## config.mk

```make
export PLATFORM = sky130hd
export DESIGN_NAME = posit_to_double_pipe
export DESIGN_NICKNAME = d
export VERILOG_FILES = /design/src/rtl/posit_pkg.sv /design/src/rtl/p2d_round.sv /design/src/rtl/posit_to_double_pipe.sv
export SDC_FILE = /design/constraint.sdc
export NUM_CORES = 1
export LEC_CHECK = 0
export BUFFER_PORTS_ARGS = -buffer_cell sky130_fd_sc_hd__buf_2
export CAP_MARGIN = 20
export CORE_MARGIN = 2
export CORE_UTILIZATION = 40
export CTS_CLUSTER_DIAMETER = 200
export DETAILED_ROUTE_END_ITERATION = 6
export GPL_ROUTABILITY_DRIVEN = 0
export PLACE_DENSITY = 0.73
export SLEW_MARGIN = 40
export SYNTH_ARGS = -nofsm -noshare
export SYNTH_HDL_FRONTEND = slang
export SYNTH_HIERARCHICAL = 1
export SYNTH_SLANG_ARGS = --single-unit
```

## constraint.sdc

```tcl
create_clock -name clk -period 2.6 [get_ports clk]
set_clock_uncertainty 0.1 [all_clocks]
set_input_delay 0.26 -clock clk [delete_from_list [all_inputs] [get_ports clk]]
set_output_delay 0.26 -clock clk [all_outputs]
set_load 0.02 [all_outputs]
```

## src/rtl/posit_pkg.sv

```systemverilog
// Shared constants and field types for posit<64,4> to binary64 conversion.
package posit_pkg;

    localparam int N     = 64;          // posit width (also binary64 width)
    localparam int ES    = 4;           // posit exponent field width
    localparam int RS    = 7;           // regime value width, signed k
    localparam int FS    = N - ES - 3;  // fraction width after the hidden 1
    localparam int DFS   = 52;          // binary64 fraction width
    localparam int DBIAS = 1023;        // binary64 exponent bias
    localparam int SW    = RS + ES;     // scale width: 16*k + expo, signed

    localparam logic [N-1:0]  QNAN64   = 64'h7FF8_0000_0000_0000;
    localparam logic [RS-1:0] MAXPOS_K = 7'd62;

    // Unpacked fields as delivered by the posit decoder (magnitude form).
    typedef struct packed {
        logic          sign;
        logic [RS-1:0] regi;
        logic [ES-1:0] expo;
        logic [FS-1:0] frac;
        logic          allone;
        logic          allzero;
    } posit_fields_t;

    // Stage-1 pipeline register: rounded mantissa plus signed scale.
    typedef struct packed {
        logic           valid;
        logic           sign;
        logic           zero;
        logic           nar;
        logic [SW-1:0]  scale;
        logic [DFS-1:0] mant;
    } p2d_s1_t;

    // 16*k + expo: expo fills the low ES bits exactly, so the product
    // and sum collapse into a concatenation of the two fields.
    function automatic logic [SW-1:0] posit_scale(input logic [RS-1:0] k,
                                                  input logic [ES-1:0] e);
        return {k, e};
    endfunction

endpackage

```

## src/rtl/p2d_round.sv

```systemverilog
// Round-to-nearest-even of a posit fraction down to a binary64 mantissa.
// o_carry flags a mantissa overflow; the caller bumps its scale by one.
module p2d_round
    import posit_pkg::*;
(
    input  logic [FS-1:0]  i_frac,
    output logic [DFS-1:0] o_mant,
    output logic           o_carry
);

    localparam int GB = FS - DFS;  // number of discarded low bits

    logic w_guard;
    logic w_sticky;
    logic w_lsb;
    logic w_up;

    assign w_guard  = i_frac[GB-1];
    assign w_sticky = |i_frac[GB-2:0];
    assign w_lsb    = i_frac[GB];
    // Ties go up only when the kept LSB is odd.
    assign w_up     = w_guard & (w_sticky | w_lsb);

    // Increment the kept bits; an all-ones mantissa carries out and wraps to 0.
    always_comb begin
        {o_carry, o_mant} = {1'b0, i_frac[FS-1:GB]} + {{DFS{1'b0}}, w_up};
    end

endmodule

```

## src/rtl/posit_to_double_pipe.sv

```systemverilog
// Two-stage posit<64,4> decoded-field to IEEE-754 binary64 converter.
// Stage 1 forms the scale and rounds the fraction; stage 2 resolves
// zero / NaR and packs the result. Valid/ready on both sides.
module posit_to_double_pipe
    import posit_pkg::*;
(
    input  logic          clk,
    input  logic          rst_n,
    input  logic          in_valid,
    output logic          in_ready,
    input  logic          in_sign,
    input  logic [RS-1:0] in_regi,
    input  logic [ES-1:0] in_expo,
    input  logic [FS-1:0] in_frac,
    input  logic          in_allone,
    input  logic          in_allzero,
    output logic          out_valid,
    input  logic          out_ready,
    output logic [N-1:0]  out_data,
    output logic          out_nar
);

    posit_fields_t  w_in;
    logic [RS-1:0]  w_k;
    logic [ES-1:0]  w_e;
    logic [FS-1:0]  w_f;
    logic [DFS-1:0] w_mant;
    logic           w_carry;
    logic [SW-1:0]  w_scale;
    p2d_s1_t        w_s1_next;
    logic           w_s1_adv;
    logic           w_s2_adv;
    logic [10:0]    w_bexp;
    logic [N-1:0]   w_res;

    p2d_s1_t        r_s1;
    logic           r_s2_valid;
    logic [N-1:0]   r_out_data;
    logic           r_out_nar;

    // Pipeline advance: stage 2 moves when empty or drained, stage 1 when
    // stage 2 makes room or stage 1 is empty (no bubble when streaming).
    assign w_s2_adv = !r_s2_valid || out_ready;
    assign w_s1_adv = w_s2_adv || !r_s1.valid;
    assign in_ready = w_s1_adv;

    // Gather decoder fields and apply the maxpos override.
    always_comb begin
        w_in.sign    = in_sign;
        w_in.regi    = in_regi;
        w_in.expo    = in_expo;
        w_in.frac    = in_frac;
        w_in.allone  = in_allone;
        w_in.allzero = in_allzero;
        w_k = w_in.regi;
        w_e = w_in.expo;
        w_f = w_in.frac;
        if (w_in.allone) begin
            w_k = MAXPOS_K;
            w_e = '0;
            w_f = '0;
        end
    end

    p2d_round u_round (
        .i_frac  (w_f),
        .o_mant  (w_mant),
        .o_carry (w_carry)
    );

    // Stage-1 next value: classification, scale with rounding carry.
    always_comb begin
        w_scale         = posit_scale(w_k, w_e) + {{(SW-1){1'b0}}, w_carry};
        w_s1_next.valid = 1'b1;
        w_s1_next.sign  = w_in.sign;
        w_s1_next.zero  = w_in.allzero && !w_in.sign;
        w_s1_next.nar   = w_in.allzero && w_in.sign;
        w_s1_next.scale = w_scale;
        w_s1_next.mant  = w_mant;
    end

    // Stage-1 register: load only on a real transfer so idle inputs never
    // reach state; hold everything while stalled.
    always_ff @(posedge clk or negedge rst_n) begin
        if (!rst_n) begin
            r_s1 <= '0;
        end else if (w_s1_adv) begin
            if (in_valid) r_s1       <= w_s1_next;
            else          r_s1.valid <= 1'b0;
        end
    end

    // Stage-2 packing. Scale spans -992..1008, so the biased exponent is
    // always a normal 31..2031 and a modulo-2048 add is exact.
    always_comb begin
        w_bexp = r_s1.scale + 11'(DBIAS);
        w_res  = {r_s1.sign, w_bexp, r_s1.mant};
        if (r_s1.nar)       w_res = QNAN64;
        else if (r_s1.zero) w_res = '0;
    end

    // Output register: holds data steady under backpressure.
    always_ff @(posedge clk or negedge rst_n) begin
        if (!rst_n) begin
            r_s2_valid <= 1'b0;
            r_out_data <= '0;
            r_out_nar  <= 1'b0;
        end else if (w_s2_adv) begin
            r_s2_valid <= r_s1.valid;
            if (r_s1.valid) begin
                r_out_data <= w_res;
                r_out_nar  <= r_s1.nar;
            end
        end
    end

    assign out_valid = r_s2_valid;
    assign out_data  = r_out_data;
    assign out_nar   = r_out_nar;

endmodule

```

==> reports/results.txt <==
synthesis-to-finish area growth: 35.0%
P_leak: 4.70 nW
Cell Pwr Density: 680 nW/um^2
Row Count: 48
CP Data Required Time: 2.83 ns
combinational power share: 21.3%
vias after detailed routing: 6,028
Internal Power: 4.57 mW
Post-Syn Area per Cell: 9.47 um^2
GRT met2 Usage: 32.0%
startpoint type of the worst setup path: input port
post-synth net total: 821
vias per cell: 5.02
Crit Path Class: input port to register
Worst-Skew Late Latency: 0.42 ns
first-pass GRT wire length: 29.0 mm
gr usage total: 20.0%
H-tree levels: 4
total grt overflow: 0
gr busiest metal: met2
number of clock sinks: 133
Fillers: 1,562
post-synthesis sequential area ratio: 47.4%
CTS tree: done
Sequential cell area: 3330 um^2
die width: 137 um
vias in the first global route: 5,862
# setup viols final: 0
mapped cell area: 7030 um^2
fin cells: 1,200
CP Capture Type: register
Flop pwr share: 39.8%
router iterations before antenna repair: 4
EDFF count, synth: 0
Sw Ratio: 29.1%
period utilization: 91.6%
crit path max fanout: 9
share of layout cells above drive strength 1: 38.8%
Final Hold Fails: 0
switching pwr: 1.88 mW
Clock Power Share: 38.9%
Routed Antenna Nets: 0
Clock Pin Slew Worst Setup and Hold Paths: 0.06 ns
setup TNS: 0 ns
Critical Path AT: 2.61 ns
status: finished, final reports clean
wire length per cell: 14.9 um
Initial Utilization: 40.8%
Post-DP HPWL: 13.3 mm
DR iter-0 viols: 293
largest net degree at the start of global routing: 76
Max Buffers Root-to-Sink: 2
min cycle time layout: 2.38 ns
Syn. warnings: 6
drt total wl: 17.8 mm
fmax: 420 MHz
DIE AREA: 18,600 um^2
max_cap viols: 0
GRT met3 Usage: 5.04%
grt met1 use: 26.7%
ys async rst share: 100%
RSZ-0062 raised after global routing: false
post-synth cell types: 45
area of the multi-input gates: 3650 um^2
Yosys reg bits: 133
area of the core: 17,200 um^2
ANT cells: 0
final-report max-slew violation count: 0
# IOs: 142
Placed Cells: 1,166
DRC Markers: 0
most common cell after layout, fill and taps aside: nand2_1
DIE HEIGHT: 137 um
Num CTS Buffers: 17
relative slew slack: 51.6%
antenna violations before repair: 0
commonest register cell after synthesis: dfrtp_1
Post-CTS Setup Repair Bufs: 0
Syn Inst Count: 742
commonest non-fill, non-tap cells in the layout: nand2_1 (152), buf_2 (139), dfrtp_1 (133), buf_4 (93), nand3_1 (74)
Hold Path Class: input port to register
Peak VDD IR: 0.000450 V
port bufs: 141
root buffer cell: clkbuf_16
Worst Tran Pin Value: 0.725 ns
NumNets Final: 1,042
[synthesized netlist by cell type, types with 2 or more instances]
cell type | n | share of area (%)
dfrtp_1 | 133 | 47
nand3_1 | 76 | 5.4
inv_1 | 9 | 0.48
xnor2_1 | 42 | 5.2
a21oi_1 | 7 | 0.50
nor2_1 | 28 | 1.5
or2_2 | 2 | 0.18
o21ai_0 | 9 | 0.64
clkbuf_1 | 31 | 1.7
nand4_1 | 21 | 1.9
o31ai_1 | 4 | 0.43
or4_1 | 4 | 0.43
nor3_1 | 15 | 1.1
a311oi_1 | 2 | 0.25
and2_1 | 5 | 0.45
nor4_2 | 2 | 0.36
or3b_2 | 2 | 0.25
buf_1 | 4 | 0.21
mux2_2 | 57 | 9.1
o22a_1 | 2 | 0.25
o211ai_1 | 4 | 0.43
a22o_1 | 2 | 0.25
nand2_1 | 154 | 8.2
and3_1 | 5 | 0.45
and4_1 | 5 | 0.62
nor4_1 | 7 | 0.62
xor2_1 | 19 | 2.4
nand2b_1 | 5 | 0.45
buf_2 | 6 | 0.43
nor2b_1 | 61 | 5.4
nand4_4 | 2 | 0.61
ha_1 | 4 | 0.71
[state kept, by name, summed over array words and instances (netlist names)]
| register | flops |
|---|---|
| r_s1 | 67 |
| out_valid | 1 |
| out_nar | 1 |
| out_data | 64 |
[path summary, 6_finish.rpt]
| path | start | end | slack, ns | cells past startpoint |
|---|---|---|---|---|
| setup / recovery | in_allone | r_s1[60] | 0.22 | 12 |
| hold / removal | in_sign | r_s1[63] | 0.02 | 3 |
| setup reg to reg | r_s1[56] | out_data[61] | 0.56 | 4 |
| hold reg to reg | out_data[9] | out_data[9] | 0.36 | 2 |
| max in group asynchronous | rst_n | r_s1[32] | 1.49 | 3 |
| min in group asynchronous | rst_n | out_data[49] | 0.24 | 2 |
[cell families (layout without fill, tap and decap cells)]
kind of cell	count (synthesis)	count (layout)	synth area share [%]
AOI/OAI and AO/OA	33	33	3.12
xor gates and xnor gates	61	61	7.60
adders and majority gates	4	4	0.712
buffers and inverters	50	283	2.78
DFF	133	133	47.4
muxes	57	57	9.13
and+or+nand+nor	404	404	29.3
[what timing repair did]
item	4_1_cts	5_1_grt
resized for setup	0	1
hold buffers	2	1
endpoints found under the setup margin	0	1
hold endpoints to repair	50	1
[power groups by stage]
stage | clock [mW] | sequential (mW) | combinational (mW)
5_1_grt | 2.66 | 2.61 | 1.51
3_3_place_gp | 0 | 2.59 | 1.36
3_5_place_dp | 0 | 2.60 | 1.38
4_1_cts | 2.56 | 2.57 | 1.39
2_1_floorplan | 0 | 2.80 | 0.622
6_report | 2.51 | 2.57 | 1.37
[cell type report]
class	count	share of cell area, %
clock buffer	18	4.63
clock inverter	13	1.91
inverter	9	0.356
multi-input combinational	559	38.5
sequential	133	35.1
tap	225	2.97
timing repair buffer	243	16.6
[per-layer routing]
metal  wire, um  part of all wire [%]
met5          0                     0
met4        319                   1.8
met3        871                   4.9
met2       8280                    46
met1       8370                    47
[critical path, stage by stage]
cell and delay, ns:
buf_4 0.17, buf_4 0.17, nor2b_2 0.24, nand4_4 0.18, nor3_2 0.24, nand3_1 0.14, nor2_1 0.20, ha_2 0.24
ha_2 0.21, and3_1 0.20, a311oi_1 0.11, o31ai_1 0.22
[per-stage QoR]
stage          hold WS [ns]  power (mW)  util [%]  cell area, um^2  setup WS, ns
3_3_place_gp          0.135        3.95      51.2             8830        -0.201
4_1_cts            0.000128        6.52      55.0             9470         0.156
5_1_grt             0.00785        6.77      55.0             9490        0.0226
3_5_place_dp          0.140        3.99      51.2             8830        -0.282
2_1_floorplan        -0.136        3.42         -             7210       0.00156
6_report             0.0220        6.45      55.0             9490         0.220
(Power assumes the default switching activity.)
